[src/rtl/nec_decode_pipe_pkg.sv]
// Shared types, opcode table and operand-sizing helpers for the V30 decode pipe.
package nec_decode_pipe_pkg;

  typedef enum logic [1:0] {INIT, OPCODE, OPERANDS, EMIT} dec_pipe_stage_e;
  typedef enum logic [1:0] {DS1, PS, SS, DS0} seg_e;
  typedef enum logic [2:0] {REPEAT_NONE, REPEAT_Z, REPEAT_NZ, REPEAT_C, REPEAT_NC} rep_e;
  typedef enum logic [3:0] {
    OP_INVALID, OP_NOP, OP_HALT, OP_MOVBK, OP_MOV_RI, OP_MOV, OP_LDEA, OP_ALU_I, OP_PUSH_I, OP_PREPARE
  } op_e;
  typedef enum logic [1:0] {IMM_NONE, IMM, IMM8, IMM_EXT} imm_e;
  typedef enum logic [1:0] {W8, W16, W32} width_e;

  typedef struct packed {
    logic [15:0] pc;
    logic [15:0] end_pc;
    op_e         opcode;
    width_e      width;
    seg_e        segment;
    logic        buslock;
    rep_e        rep;
    logic [7:0]  modrm;
    logic [15:0] disp;
    logic [31:0] imm;
    logic        mem_read;
    logic        mem_write;
  } nec_decode_t;

  typedef struct packed {
    nec_decode_t d;
    logic        fault;
    logic [3:0]  prefix_count;
  } nec_decode_entry_t;

  typedef struct packed {
    logic       hit;
    op_e        op;
    logic [2:0] size;   // opcode byte plus ModRM when present
    logic       modrm;
    imm_e       imm;
    width_e     w;
    logic       mrd;
    logic       mwr;
  } op_info_t;

  function automatic op_info_t op_info(op_e op, logic [2:0] size, logic modrm, imm_e imm,
                                       width_e w, logic mrd, logic mwr);
    return '{1'b1, op, size, modrm, imm, w, mrd, mwr};
  endfunction

  function automatic op_info_t op_lookup(logic [7:0] b);
    op_lookup = '0;
    casez (b)
      8'h90:        op_lookup = op_info(OP_NOP,     3'd1, 1'b0, IMM_NONE, W8,  1'b0, 1'b0);
      8'hF4:        op_lookup = op_info(OP_HALT,    3'd1, 1'b0, IMM_NONE, W8,  1'b0, 1'b0);
      8'hA4:        op_lookup = op_info(OP_MOVBK,   3'd1, 1'b0, IMM_NONE, W8,  1'b0, 1'b0);
      8'b1011_0???: op_lookup = op_info(OP_MOV_RI,  3'd1, 1'b0, IMM,      W8,  1'b0, 1'b0);
      8'b1011_1???: op_lookup = op_info(OP_MOV_RI,  3'd1, 1'b0, IMM,      W16, 1'b0, 1'b0);
      8'h88:        op_lookup = op_info(OP_MOV,     3'd2, 1'b1, IMM_NONE, W8,  1'b0, 1'b1);
      8'h89:        op_lookup = op_info(OP_MOV,     3'd2, 1'b1, IMM_NONE, W16, 1'b0, 1'b1);
      8'h8A:        op_lookup = op_info(OP_MOV,     3'd2, 1'b1, IMM_NONE, W8,  1'b1, 1'b0);
      8'h8B:        op_lookup = op_info(OP_MOV,     3'd2, 1'b1, IMM_NONE, W16, 1'b1, 1'b0);
      8'h8D:        op_lookup = op_info(OP_LDEA,    3'd2, 1'b1, IMM_NONE, W16, 1'b1, 1'b0);
      8'h83:        op_lookup = op_info(OP_ALU_I,   3'd2, 1'b1, IMM_EXT,  W16, 1'b1, 1'b1);
      8'h6A:        op_lookup = op_info(OP_PUSH_I,  3'd1, 1'b0, IMM8,     W16, 1'b0, 1'b0);
      8'hC8:        op_lookup = op_info(OP_PREPARE, 3'd1, 1'b0, IMM_NONE, W16, 1'b0, 1'b0);
      default:      op_lookup = '0;
    endcase
  endfunction

  function automatic logic is_prefix(logic [7:0] b);
    case (b)
      8'h26, 8'h2E, 8'h36, 8'h3E, 8'hF0, 8'hF3, 8'hF2, 8'h65, 8'h64: return 1'b1;
      default: return 1'b0;
    endcase
  endfunction

  function automatic logic [1:0] calc_disp_size(logic [7:0] modrm);
    case (modrm[7:6])
      2'b00:   return (modrm[2:0] == 3'b110) ? 2'd2 : 2'd0;
      2'b01:   return 2'd1;
      2'b10:   return 2'd2;
      default: return 2'd0;
    endcase
  endfunction

  function automatic logic [2:0] calc_imm_size(imm_e k, width_e w, op_e op);
    if (op == OP_PREPARE) return 3'd3;
    case (k)
      IMM:           return (w == W8) ? 3'd1 : (w == W16) ? 3'd2 : 3'd4;
      IMM8, IMM_EXT: return 3'd1;
      default:       return 3'd0;
    endcase
  endfunction

  function automatic seg_e calc_seg(logic [7:0] modrm);
    case (modrm[2:0])
      3'b010, 3'b011: return SS;
      3'b110:         return (modrm[7:6] == 2'b00) ? DS0 : SS;
      default:        return DS0;
    endcase
  endfunction

  function automatic nec_decode_t fresh_record(logic [15:0] pc);
    nec_decode_t r;
    r         = '0;
    r.pc      = pc;
    r.segment = DS0;
    r.rep     = REPEAT_NONE;
    return r;
  endfunction

endpackage

[src/rtl/nec_decode_pipe_fifo.sv]
// Output record FIFO: count-based full/empty, synchronous flush, head shown combinationally.
module nec_decode_fifo
  import nec_decode_pipe_pkg::*;
#(
  parameter int DEPTH = 2
) (
  input  logic              clk,
  input  logic              reset_n,
  input  logic              flush,
  input  logic              push,
  input  logic              pop,
  input  nec_decode_entry_t din,
  output nec_decode_entry_t dout,
  output logic              full,
  output logic              empty
);
  localparam int PW = (DEPTH > 1) ? $clog2(DEPTH) : 1;
  localparam int CW = $clog2(DEPTH + 1);

  nec_decode_entry_t mem [DEPTH];
  logic [PW-1:0]     wp, rp;
  logic [CW-1:0]     cnt;

  function automatic logic [PW-1:0] inc(logic [PW-1:0] p);
    return (p == PW'(DEPTH - 1)) ? '0 : p + 1'b1;
  endfunction

  always_ff @(posedge clk or negedge reset_n) begin
    if (!reset_n) begin
      for (int i = 0; i < DEPTH; i++) mem[i] <= '0;
      wp  <= '0;
      rp  <= '0;
      cnt <= '0;
    end else if (flush) begin
      wp  <= '0;
      rp  <= '0;
      cnt <= '0;
    end else begin
      if (push) begin
        mem[wp] <= din;
        wp      <= inc(wp);
      end
      if (pop) rp <= inc(rp);
      case ({push, pop})
        2'b10:   cnt <= cnt + 1'b1;
        2'b01:   cnt <= cnt - 1'b1;
        default: cnt <= cnt;
      endcase
    end
  end

  assign dout  = mem[rp];
  assign full  = (cnt == CW'(DEPTH));
  assign empty = (cnt == '0);
endmodule

[src/rtl/nec_decode_pipe.sv]
// Free-running V30 decoder: prefix/opcode/operand stages feeding a small record FIFO.
module nec_decode_pipe
  import nec_decode_pipe_pkg::*;
#(
  parameter  int IPQ_DEPTH  = 8,
  parameter  int OUT_DEPTH  = 2,
  parameter  int MAX_PREFIX = 15,
  localparam int IPQ_AW     = $clog2(IPQ_DEPTH)
) (
  input  logic                       clk,
  input  logic                       reset_n,
  input  logic                       ce,
  input  logic                       set_pc,
  input  logic [15:0]                new_pc,
  input  logic [IPQ_AW:0]            ipq_len,
  input  logic [IPQ_DEPTH-1:0][7:0]  ipq,
  output logic [15:0]                pc,
  output logic                       out_valid,
  input  logic                       out_ready,
  output nec_decode_entry_t          out_entry,
  output logic                       idle
);
  localparam int LW = IPQ_AW + 1;

  dec_pipe_stage_e stage, stage_n;
  nec_decode_t     d, d_n;
  logic [15:0]     pc_n;
  logic            seg_ovr, seg_ovr_n, fault, fault_n;
  logic [3:0]      pcnt, pcnt_n;
  logic            has_modrm, has_modrm_n, mrd, mrd_n, mwr, mwr_n;
  imm_e            imm_k, imm_k_n;
  logic            push, push_s, pop, flush, full, empty;
  logic [7:0]      opb [0:5];
  op_info_t        cur;
  logic [1:0]      dsz;
  logic [2:0]      isz;
  logic [3:0]      opnd;

  always_comb
    for (int k = 0; k < 6; k++) opb[k] = ipq[pc[IPQ_AW-1:0] + IPQ_AW'(k)];

  assign cur  = op_lookup(opb[0]);
  assign dsz  = has_modrm ? calc_disp_size(d.modrm) : 2'd0;
  assign isz  = calc_imm_size(imm_k, d.width, d.opcode);
  assign opnd = {2'b00, dsz} + {1'b0, isz};

  always_comb begin
    stage_n     = stage;
    pc_n        = pc;
    d_n         = d;
    seg_ovr_n   = seg_ovr;
    pcnt_n      = pcnt;
    fault_n     = fault;
    has_modrm_n = has_modrm;
    mrd_n       = mrd;
    mwr_n       = mwr;
    imm_k_n     = imm_k;
    push        = 1'b0;
    case (stage)
      INIT: begin
        d_n       = fresh_record(pc);
        seg_ovr_n = 1'b0;
        pcnt_n    = '0;
        fault_n   = 1'b0;
        stage_n   = OPCODE;
      end
      OPCODE: if (ipq_len != '0) begin
        if (is_prefix(opb[0])) begin
          if (pcnt == 4'(MAX_PREFIX)) begin
            // Chain too long: leave the byte in place so the next decode restarts on it
            fault_n     = 1'b1;
            d_n.opcode  = OP_INVALID;
            d_n.end_pc  = pc;
            stage_n     = EMIT;
          end else begin
            pc_n   = pc + 16'd1;
            pcnt_n = pcnt + 4'd1;
            case (opb[0])
              8'h26:   begin d_n.segment = DS1; seg_ovr_n = 1'b1; end
              8'h2E:   begin d_n.segment = PS;  seg_ovr_n = 1'b1; end
              8'h36:   begin d_n.segment = SS;  seg_ovr_n = 1'b1; end
              8'h3E:   begin d_n.segment = DS0; seg_ovr_n = 1'b1; end
              8'hF0:   d_n.buslock = 1'b1;
              8'hF3:   d_n.rep = REPEAT_Z;
              8'hF2:   d_n.rep = REPEAT_NZ;
              8'h65:   d_n.rep = REPEAT_C;
              default: d_n.rep = REPEAT_NC;
            endcase
          end
        end else if (cur.hit) begin
          if (ipq_len >= LW'(cur.size)) begin
            pc_n        = pc + 16'(cur.size);
            d_n.opcode  = cur.op;
            d_n.width   = cur.w;
            d_n.modrm   = cur.modrm ? opb[1] : 8'h00;
            has_modrm_n = cur.modrm;
            mrd_n       = cur.mrd;
            mwr_n       = cur.mwr;
            imm_k_n     = cur.imm;
            stage_n     = OPERANDS;
          end
        end else begin
          d_n.opcode = OP_INVALID;
          d_n.end_pc = pc + 16'd1;
          pc_n       = pc + 16'd1;
          stage_n    = EMIT;
        end
      end
      OPERANDS: if (ipq_len >= LW'(opnd)) begin
        d_n.disp = {opb[1], opb[0]};
        for (int j = 0; j < 4; j++)
          d_n.imm[8*j +: 8] = (3'(j) < isz) ? opb[int'(dsz) + j] : 8'h00;
        d_n.end_pc = pc + 16'(opnd);
        pc_n       = pc + 16'(opnd);
        if (has_modrm && d.modrm[7:6] != 2'b11 && d.opcode != OP_LDEA) begin
          d_n.mem_read  = mrd;
          d_n.mem_write = mwr;
        end
        if (has_modrm && !seg_ovr) d_n.segment = calc_seg(d.modrm);
        stage_n = EMIT;
      end
      default: if (!full || pop) begin
        push      = 1'b1;
        d_n       = fresh_record(pc);
        seg_ovr_n = 1'b0;
        pcnt_n    = '0;
        fault_n   = 1'b0;
        stage_n   = OPCODE;
      end
    endcase
  end

  always_ff @(posedge clk or negedge reset_n) begin
    if (!reset_n) begin
      stage     <= INIT;
      pc        <= '0;
      d         <= '0;
      seg_ovr   <= 1'b0;
      pcnt      <= '0;
      fault     <= 1'b0;
      has_modrm <= 1'b0;
      mrd       <= 1'b0;
      mwr       <= 1'b0;
      imm_k     <= IMM_NONE;
    end else if (ce) begin
      if (set_pc) begin
        stage <= INIT;
        pc    <= new_pc;
      end else begin
        stage     <= stage_n;
        pc        <= pc_n;
        d         <= d_n;
        seg_ovr   <= seg_ovr_n;
        pcnt      <= pcnt_n;
        fault     <= fault_n;
        has_modrm <= has_modrm_n;
        mrd       <= mrd_n;
        mwr       <= mwr_n;
        imm_k     <= imm_k_n;
      end
    end
  end

  // set_pc wins over both FIFO strobes; a pop offered during a flush is dropped
  assign flush  = ce && set_pc;
  assign pop    = ce && !set_pc && out_ready && !empty;
  assign push_s = ce && !set_pc && push;

  nec_decode_fifo #(.DEPTH(OUT_DEPTH)) u_fifo (
    .clk     (clk),
    .reset_n (reset_n),
    .flush   (flush),
    .push    (push_s),
    .pop     (pop),
    .din     ('{d: d, fault: fault, prefix_count: pcnt}),
    .dout    (out_entry),
    .full    (full),
    .empty   (empty)
  );

  assign out_valid = !empty;
  assign idle      = empty && stage == OPCODE && ipq_len == '0;
endmodule

[config.mk]
export PLATFORM = sky130hd
export DESIGN_NAME = nec_decode_pipe
export DESIGN_NICKNAME = d
export VERILOG_FILES = /design/src/rtl/nec_decode_pipe_pkg.sv /design/src/rtl/nec_decode_pipe_fifo.sv /design/src/rtl/nec_decode_pipe.sv
export SDC_FILE = /design/constraint.sdc
export NUM_CORES = 1
export LEC_CHECK = 0
export BUFFER_PORTS_ARGS = -buffer_cell sky130_fd_sc_hd__buf_2
export CAP_MARGIN = 15
export CORE_MARGIN = 8
export CORE_UTILIZATION = 25
export CTS_BUF_LIST = sky130_fd_sc_hd__clkbuf_8 sky130_fd_sc_hd__clkbuf_16
export DETAILED_ROUTE_END_ITERATION = 10
export PLACE_DENSITY = 0.4
export SLEW_MARGIN = 40
export SYNTH_ARGS = -nofsm -noshare
export SYNTH_HDL_FRONTEND = slang
export SYNTH_SLANG_ARGS = --single-unit
[constraint.sdc]
create_clock -name clk -period 6.4 [get_ports clk]
set_clock_uncertainty 0.15 [all_clocks]
set_input_delay 0.96 -clock clk [delete_from_list [all_inputs] [get_ports clk]]
set_output_delay 0.96 -clock clk [all_outputs]
set_load 0.01 [all_outputs]
* Word-level counts from Yosys, hierarchy flattened *
Cells that the tools add are included.
W data, S select, Z words.

word-level totals
  bits in writable memories = 0
  flip-flop bits (word level) = 349
  output and inout port bits = 125
  bits of input ports = 89
  bits in read-only memories = 0
  memories = 0
  bits in latches = 0

cells by class
  shift-type cells = 0
  bitwise gates (word level) = 12
  mux-type cells = 119
  multipliers = 0
  add/sub/neg operators = 17
  divide/modulo/power cells = 0
  magnitude comparators = 19
  reduce and logical (&&, ||, !) cells = 54
  equality and inequality tests = 62

operators with widths
  kind                   count
  $mux W107              4
  $bmux W8 S3            10
  $bwmux W214            1
  $pmux W15 S13          1
  $mux W8                22
  $pmux W50 S3           1
  $ge A32 B4 Y1 const B  4
  $mux W16               8
  $demux W107 S1         1
  $eq A8 B8 Y1 const B   13
  $mux W102              1
  $not A3 Y32            3
  $pmux W16 S2           2
  $mux W50               1
  $pmux W16 S3           1
  $mux W20               2
  $mux W36               1
  $pmux W12 S3           1
  $reduce_and A7 Y1      5
  $eq A8 B6 Y1 const B   4
  $mux W2                16
  $not A2 Y32            1
  $reduce_and A8 Y1      4
  $ne A2 B2 Y1 const B   13
  67 further kinds       163

* Logic depth before layout (Yosys ltp) *
Gate-level depths: netlist (run 1).

  word-level depth = 12
  gate-level depth with buffers = 19
  depth with buffers taken out = 16

* Cells and area by module *
A second synthesis (run 1) with hierarchy kept.

second synthesis, totals
  cells, all modules = 1718
  area, all modules = 20064.2 um^2

modules (own cells, without submodules)
  module           area an instance (um^2)  seq. area each (um^2)  cells an instance  times used
  nec_decode_pipe  10369.9                  3052.9                 1127               1
  nec_decode_fifo  9694.3                   5455.2                 591                1

* Worst setup path after synthesis (run 1) *
Ideal clock, no wire load.

  kind = input to register
  start point = input ipq[28] (netlist bit)
  end point = register pc[13]
  stages on the path = 13
  arrival time = 5.215 ns
  path buffers = 1
  setup slack = 0.935 ns
  cells stage by stage = mux4_2 -> mux2_2 -> or4b_1 -> clkbuf_1 -> o221a_2 -> nand2_1 -> ha_1 -> nand2b_1 -> a2111oi_0 -> o311ai_2 -> a41oi_2 -> nor3_1 -> a311oi_1

between the ends
  word-level cells in the longest chain between the ends = 11
  elaborated cells between the ends (all ways) = 40

RTL lines
  item                                                      line                                                  source
  start, declared                                           nec_decode_pipe.sv:16                                 input logic [IPQ_DEPTH-1:0][7:0] ipq,
  $bmux W8 S3 *                                             nec_decode_pipe.sv:40                                 for (int k = 0; k < 6; k++) opb[k] = ipq[pc[IPQ_AW-1:0] + IPQ_AW'(k)];
  $mux W8 (not written as such) *                           nec_decode_pipe.sv:40
  $eq A8 B8 Y1 (tied with other cells)                      nec_decode_pipe_pkg.sv:52                             casez (b)
  $pmux W15 S13 / $reduce_or A9 Y1 (equally long branches)  nec_decode_pipe_pkg.sv:52, nec_decode_pipe_pkg.sv:71
  $add A16 B3 Y16 / $mux W1 (equally long branches)         nec_decode_pipe.sv:92, nec_decode_pipe_pkg.sv:71
  $mux W16 / $mux W1 (equally long branches)                nec_decode_pipe.sv:91, nec_decode_pipe.sv:67
  $mux W16 / $mux W1 (equally long branches)                nec_decode_pipe.sv:90, nec_decode_pipe.sv:59
  $mux W16                                                  nec_decode_pipe.sv:68                                 if (is_prefix(opb[0])) begin
  $mux W16                                                  nec_decode_pipe.sv:67                                 OPCODE: if (ipq_len != '0) begin
  $pmux W16 S2                                              nec_decode_pipe.sv:59                                 case (stage)
  $mux W16                                                  nec_decode_pipe.sv:146                                if (set_pc) begin
  end signal, assigned                                      nec_decode_pipe.sv:148                                pc <= new_pc;
  end signal, assigned                                      nec_decode_pipe.sv:151                                pc <= pc_n;
  end, declared                                             nec_decode_pipe.sv:17                                 output logic [15:0] pc,

Mark *: on every way between the ends. The rest lies on a longest branch, timed or not. The select of a mux whose other input is x is not followed.
A chain may end at the register's enable or synchronous reset.

* Worst setup path after layout (run 1) *
  start point = register pc[0]
  end point = register pc[13]

between the ends
  word-level cells in the longest chain between the ends = 11
  elaborated cells between the ends (all ways) = 44

RTL lines
  item                                                      line
  $bmux W8 S3                                               nec_decode_pipe.sv:40
  $mux W8 (not written as such)                             nec_decode_pipe.sv:40
  $eq A8 B8 Y1 (tied with other cells)                      nec_decode_pipe_pkg.sv:52
  $pmux W15 S13 / $reduce_or A9 Y1 (equally long branches)  nec_decode_pipe_pkg.sv:52, nec_decode_pipe_pkg.sv:71
  $add A16 B3 Y16 / $mux W1 (equally long branches)         nec_decode_pipe.sv:92, nec_decode_pipe_pkg.sv:71
  $mux W16 / $mux W1 (equally long branches)                nec_decode_pipe.sv:91, nec_decode_pipe.sv:67
  $mux W16 / $mux W1 (equally long branches)                nec_decode_pipe.sv:90, nec_decode_pipe.sv:59
  $mux W16                                                  nec_decode_pipe.sv:68
  $mux W16                                                  nec_decode_pipe.sv:67
  $pmux W16 S2                                              nec_decode_pipe.sv:59
  $mux W16                                                  nec_decode_pipe.sv:146

Parallel ways exist; a longest one is shown, timed or not. The select of a mux whose other input is x is not followed.

==> run metrics, run 1 <==
status=completed; number of I/O pins=214; setup_tns=0 ns; Seq pwr share=28.0%; Worst-path clk slew=0.07 ns; sequential share of the synthesized area=41.52%; area leader, netlist=dfrtp_1; # DRC=0; PwrDens=470.0 nW/um2; Final Util=between 20% and 30%; Die Span X=294.6 um; Pins Over Slew Limit=0; core box area=between 70000 and 80000 um2; Pint=6047 uW; Hold Slack=0.1939 ns; Hold Path Class=input port to asynchronous set/reset pin; overall overflow remaining after global route=0; first-pass GRT wire length=approximately 100 mm; Design Power=10710 uW; CTS H-tree lvls=2; Sink Count=approximately 320; GPL Wtd Cong=between 0.8 and 0.9; Post-CTS Resized=0; Net Sw Power=4661 uW; Nets=1987; Worst Setup End Kind=flop; Rows=102; Clock Power Share=19.7%; Peak VDD IR=230.2 uV; CTS tree=built; post-CTS setup buffer count=0; Post-synth ARST share=100.0%; ANT nets after route=0; DRT Pass-1 Iters=5; Cell Count, Final, Fillers Out=2947; Clock Tree Root=clkbuf_16; average routed wire per standard cell=23.26 um; Starting Density=25.14%; cell area after synthesis=19410 um2; cts hold-fix bufs=0; CP Class=flop to flop; total of max-cap violations=0; Worst Path Arrival=between 5 and 6 ns; final hold violations=0; fraction of layout cells with a size suffix above 1=38.58%; Post-Synthesis Cells=approximately 1700; largest cells by area after synthesis=dfrtp_1 42%, mux2_2 19%, mux4_2 8.0%, mux2i_1 3.6%, nand2_1 2.5%; f_max=0.1878 GHz; EDFF count, synth=0; final setup fails=0; routed vias=14800; combinational share of power=52.3%; via-per-instance ratio=approximately 5.0; synthesized area per cell=11.24 um2; Synth top area share=41.52%; Leakage=~0.011 uW; Syn-to-layout area delta=17.38%; Die H=294.6 um; Synth Flop Type=dfrtp_1; WL final=68.55 mm; 1st-iter DRT viols=around 1100; pin count of the biggest net entering global routing=146; initial antenna violation count=8; #FFs+latches synth=322; type of origin of the critical path=flop; Detailed Place HPWL=50.98 mm; switch share=43.53%; Slew @ Worst Pin=0.8952 ns; clk_lat worst skew=0.56 ns; Total GRT Usage=about 15%; Rel. slew slack=40.32%; RSZ-0062 raised after global routing=no; DIE AREA=between 80000 and 90000 um2; IO Port Bufs=204; cts bufs inserted=37; vias in the first global route=around 15000; Distinct cells, synth=93; Synth warnings=0; reg2reg setup slack=1.07 ns; final worst-path cycle share=between 80% and 90%; Tmin final=5.326 ns; Crit path required time=6.71 ns; CTS Buffer Depth=3; Crit Path Max Fanout=39; placed cell count=2874
metal layers:
| metal | GRT usage, % | part of all wire [%] |
|---|---|---|
| met1 | 21.81 | 47 |
| met2 | 24.64 | 47 |
| met3 | 2.206 | 4.3 |
| met4 | 3.974 | 2.1 |
| met5 | 0 | 0.038 |
layout make-up:
type | instances | area, um2
fill | 7942 | 54430
clock inverter | 18 | 131.4
timing repair buffer | 245 | 1470
inverter | 50 | 187.7
antenna | 7 | 17.52
sequential | 322 | 8066
tap | 1040 | 1301
clock buffer | 46 | 1072
multi-input combinational | 1219 | 10540
power groups by stage:
stage | combinational [uW] | sequential, uW | clock, uW
4_1_cts | 5610 | 3060 | 2200
3_3_place_gp | 5510 | 3100 | 0
2_1_floorplan | 3850 | 2750 | 0
3_5_place_dp | 5590 | 3090 | 0
5_1_grt | 6050 | 3070 | 2270
6_report | 5600 | 3000 | 2110
critical path: stages, from the launching register on:
cell and delay [ns]:
dfrtp_4 0.59, buf_12 0.29, nand2b_1 0.44, a211oi_1 0.11, or4_4 0.60, or4b_4 0.54, o22a_1 0.28, nand2_1 0.11
ha_1 0.22, nand2b_1 0.14, a2111oi_1 0.39, buf_4 0.22, o311ai_2 0.16, a41oi_2 0.51, nor3_1 0.14, a311oi_1 0.28
kinds of logic after synthesis:
| family | Yosys count | share of synthesized area (%) |
|---|---|---|
| multiplexers | 465 | 30.53 |
| AND/OR/NAND/NOR | 385 | 9.715 |
| AO/OA/AOI/OAI | 330 | 11.69 |
| flip-flops | 322 | 41.52 |
| buffers and inverters | 194 | 4.616 |
| adder cells (fa/ha/maj) | 23 | 1.599 |
| XOR/XNOR | 7 | 0.3159 |
| other | 1 | 0.01932 |
path summary, 6_finish.rpt:
check                               startpoint  cells after the start             end
worst max-delay path                     pc[0]                     15          pc[13]
worst min-delay path                   reset_n                      1           d[36]
worst max register to register           pc[0]                     15          pc[13]
worst min register to register  u_fifo.mem[63]                      2  u_fifo.mem[63]
max in group asynchronous              reset_n                      3           d[61]
min in group clk                u_fifo.mem[63]                      2  u_fifo.mem[63]
state kept, by name (all words and copies together) (netlist names):
signal      count
mrd             1
mwr             1
imm_k           2
pcnt            4
u_fifo.wp       1
has_modrm       1
d              93
u_fifo.cnt      2
fault           1
u_fifo.mem    196
u_fifo.rp       1
seg_ovr         1
pc             16
stage           2
placed cells by master (no fill, tap or decap), drive strengths merged, types with 9 or more instances in the layout:
cell type,instances
a211oi,18
a21oi,50
a22o,11
a311oi,14
a31oi,12
and3,16
buf,245
clkbuf,46
conb,9
dfrtp,322
ha,20
inv,58
mux2,326
mux2i,70
mux4,69
nand2,129
nand2b,12
nand3,34
nor2,90
nor2b,12
nor3,24
o21ai,95
o22ai,16
o31ai,27
or2,13
metrics by stage:
step,instance area [um2],worst slack [ns]
finish,22780,1.074
CTS,22710,0.8950
global route,22770,0.6861
detailed placement,21510,0.9393
global placement,21410,0.9378
floorplan,19440,0.9353
synthesized netlist by cell type (all sizes together), types with 13 or more instances:
cell / number
a211oi: 18
o31ai: 27
and3: 16
a311oi: 14
o22ai: 16
mux2i: 70
mux4: 69
buf: 54
dfrtp: 322
nand2: 129
o21ai: 95
or2: 13
nor2: 90
clkbuf: 90
nand3: 34
inv: 47
nor3: 24
ha: 20
a21oi: 50
mux2: 326
(Power assumes the default switching activity.)
==> run 2: changes to the inputs <==
==> constraint.sdc (replaced) <==
create_clock -name clk -period 4.9 [get_ports clk]
set_clock_uncertainty 0.15 [all_clocks]
set_input_delay 0.735 -clock clk [delete_from_list [all_inputs] [get_ports clk]]
set_output_delay 0.735 -clock clk [all_outputs]
set_load 0.01 [all_outputs]
==> run 2 against run 1 <==
Net effect: fmax grew 16%; global-route usage grew 0.24 points; combinational power grew 38%.
==> run metrics, run 2 (synthesis gave the netlist of run 1 again) <==
cts bufs inserted=38 (+2.7%); RSZ-0062 raised after global routing=no; type of origin of the critical path=flop; cell mode on critical path=nand2_1; Pins Over Slew Limit=0 (unchanged); worst r2r src=pc[0]; CTS Buffer Depth=3 (unchanged); max FFs per register=196 (unchanged); f_max=0.2176 GHz (+16%); # DRC=0 (unchanged); routed vias=14910 (+0.71%); Rel. slew slack=47.06% (+6.7 points); Die H=294.6 um (unchanged); Biggest register=u_fifo.mem; commonest non-fill, non-tap cell in the layout=mux2_2; 1st-iter DRT viols=934 (-15%); WL final=69.57 mm (+1.5%); leading cell types in the layout, fill and taps excluded=324 x mux2_2, 319 x dfrtp_1, 203 x buf_2; via-per-instance ratio=5.004 (-0.37%); ANT nets after route=0 (unchanged); PwrDens=622.8 nW/um2 (+32%); met3 wire len=2.808 mm (-5.6%); biggest regs=u_fifo.mem (196), d (93), pc (16); Clock Tree Root=clkbuf_16; post-layout instance area=23040 um2 (+1.1%); Final Util=29.84% (+0.33 points); status=completed; Slew @ Worst Pin=0.7941 ns (-0.1011 ns); met2 WL=32.45 mm (+1.6%); DIE AREA=86810 um2 (unchanged); average routed wire per standard cell=23.35 um (+0.41%); DRT Pass-1 Iters=5 (unchanged); Worst-path clk slew=0.06 ns (about the same); Critical Path End=pc[13]; overall overflow remaining after global route=0 (unchanged); reg2reg setup slack=0.30 ns (-0.77 ns); number of I/O pins=214 (unchanged); Tmin final=4.597 ns (-0.7294 ns); first-pass GRT wire length=103.9 mm (+1.3%); GPL Wtd Cong=0.8431 (-1.2%); Rows=102 (unchanged); CP startpoint=pc[0]; CTS tree=built; Leakage=0.01075 uW (+1.6%); Worst path slowest cell=dfrtp_4; R2R depth=15 (unchanged); DR top layer=met5; Crit Path Max Fanout=15 (-62%); IO Port Bufs=204 (unchanged); Syn-to-layout area delta=18.70%; final hold violations=0 (unchanged); Crit path required time=5.20 ns (-1.51 ns); placed cell count=2913 (+1.4%); Cell Count, Final, Fillers Out=2979 (+1.1%); Hold Path Class=input port to asynchronous set/reset pin; core box area=77210 um2 (unchanged); vias in the first global route=15340 (+3.6%); Worst Setup End Kind=flop; CP Class=flop to flop; clk_lat worst skew=0.55 ns (about the same); final setup fails=0 (unchanged); CTS H-tree lvls=2 (unchanged); CP Depth=15 (unchanged); worst stage delay on the critical path=0.59 ns (about the same); Hold Slack=0.04132 ns (-0.1526 ns); met1 WL=33.21 mm (+3.3%); DP Area=21840 um2 (+1.5%); Peak VDD IR=212.9 uV (-7.5%); Nets=2025 (+1.9%); initial antenna violation count=3 (-5); Die Span X=294.6 um (unchanged); cells along the critical path=buf_12, mux4_2, mux2i_1, nand2_1, or3_1, o22a_1, nand2_1, ha_1, nand2b_1, a2111oi_2, o311ai_2, a41oi_2, buf_4, nor3_1, a311oi_1; Starting Density=25.14% (unchanged); CP top delay family=compound AO/OA/AOI/OAI gates; total of max-cap violations=0 (unchanged); Detailed Place HPWL=51.99 mm (+2.0%); Sink Count=322 (unchanged); final worst-path cycle share=93.81% (+11 points); Total GRT Usage=15.67% (+0.24 points); CP Buf/Inv Count=2 (unchanged); cts hold-fix bufs=0 (unchanged); post-CTS setup buffer count=0 (unchanged); pin count of the biggest net entering global routing=99 (-32%); reg2reg end=pc[13]; Worst Path Arrival=4.90 ns (-0.73 ns); fraction of layout cells with a size suffix above 1=39.89% (+1.3 points)
## run 2: cell type report
type	count	area (um2)
clock inverters	22	158.9
well taps	1040	1301
diodes	1	2.502
fillers	7972	54170
multi-input cells	1219	10540
clock buffers	43	1031
repair buffers	282	1754
inverters	50	187.7
flip-flops and latches	322	8066
## run 2: worst min path at each step
stage	depth (start not counted)	slack [ns]	end
2_1_floorplan	0	0.29	d[0]
3_3_place_gp	2	0.31	u_fifo.mem[179]
3_5_place_dp	2	0.31	u_fifo.mem[63]
4_1_cts	1	0.05	d[39]
5_1_grt	1	0.07	d[39]
6_report	1	0.04	d[39]
## run 2: where the power goes
group,switching (uW),internal [uW],total (uW),leakage [uW]
clock network,1130,1610,2740,0.000631
registers,647,3270,3910,0.00437
logic,4490,3210,7700,0.00575
total,6270,8080,14300,0.0108
## run 2: timing repair
action	4_1_cts	5_1_grt
resized for setup	0	3
setup endpoints to repair	0	9
hold endpoints to repair	0	0
## run 2: stage by stage
step / setup slack [ns] / TNS, ns / power (uW)
CTS: 0.1853 / 0 / 14520
global placement: -0.1220 / -0.5467 / 11590
floorplan: 0.1289 / 0 / 8621
finish: 0.3034 / 0 / 14350
detailed placement: 0.03657 / 0 / 11690
global route: 0.02903 / 0 / 15250
## run 2: per-layer routing
layer,up-vias,track usage (%)
met5,-,0
met4,2,3.112
met3,62,2.274
met2,354,25.11
met1,7679,22.41
li1,6809,-
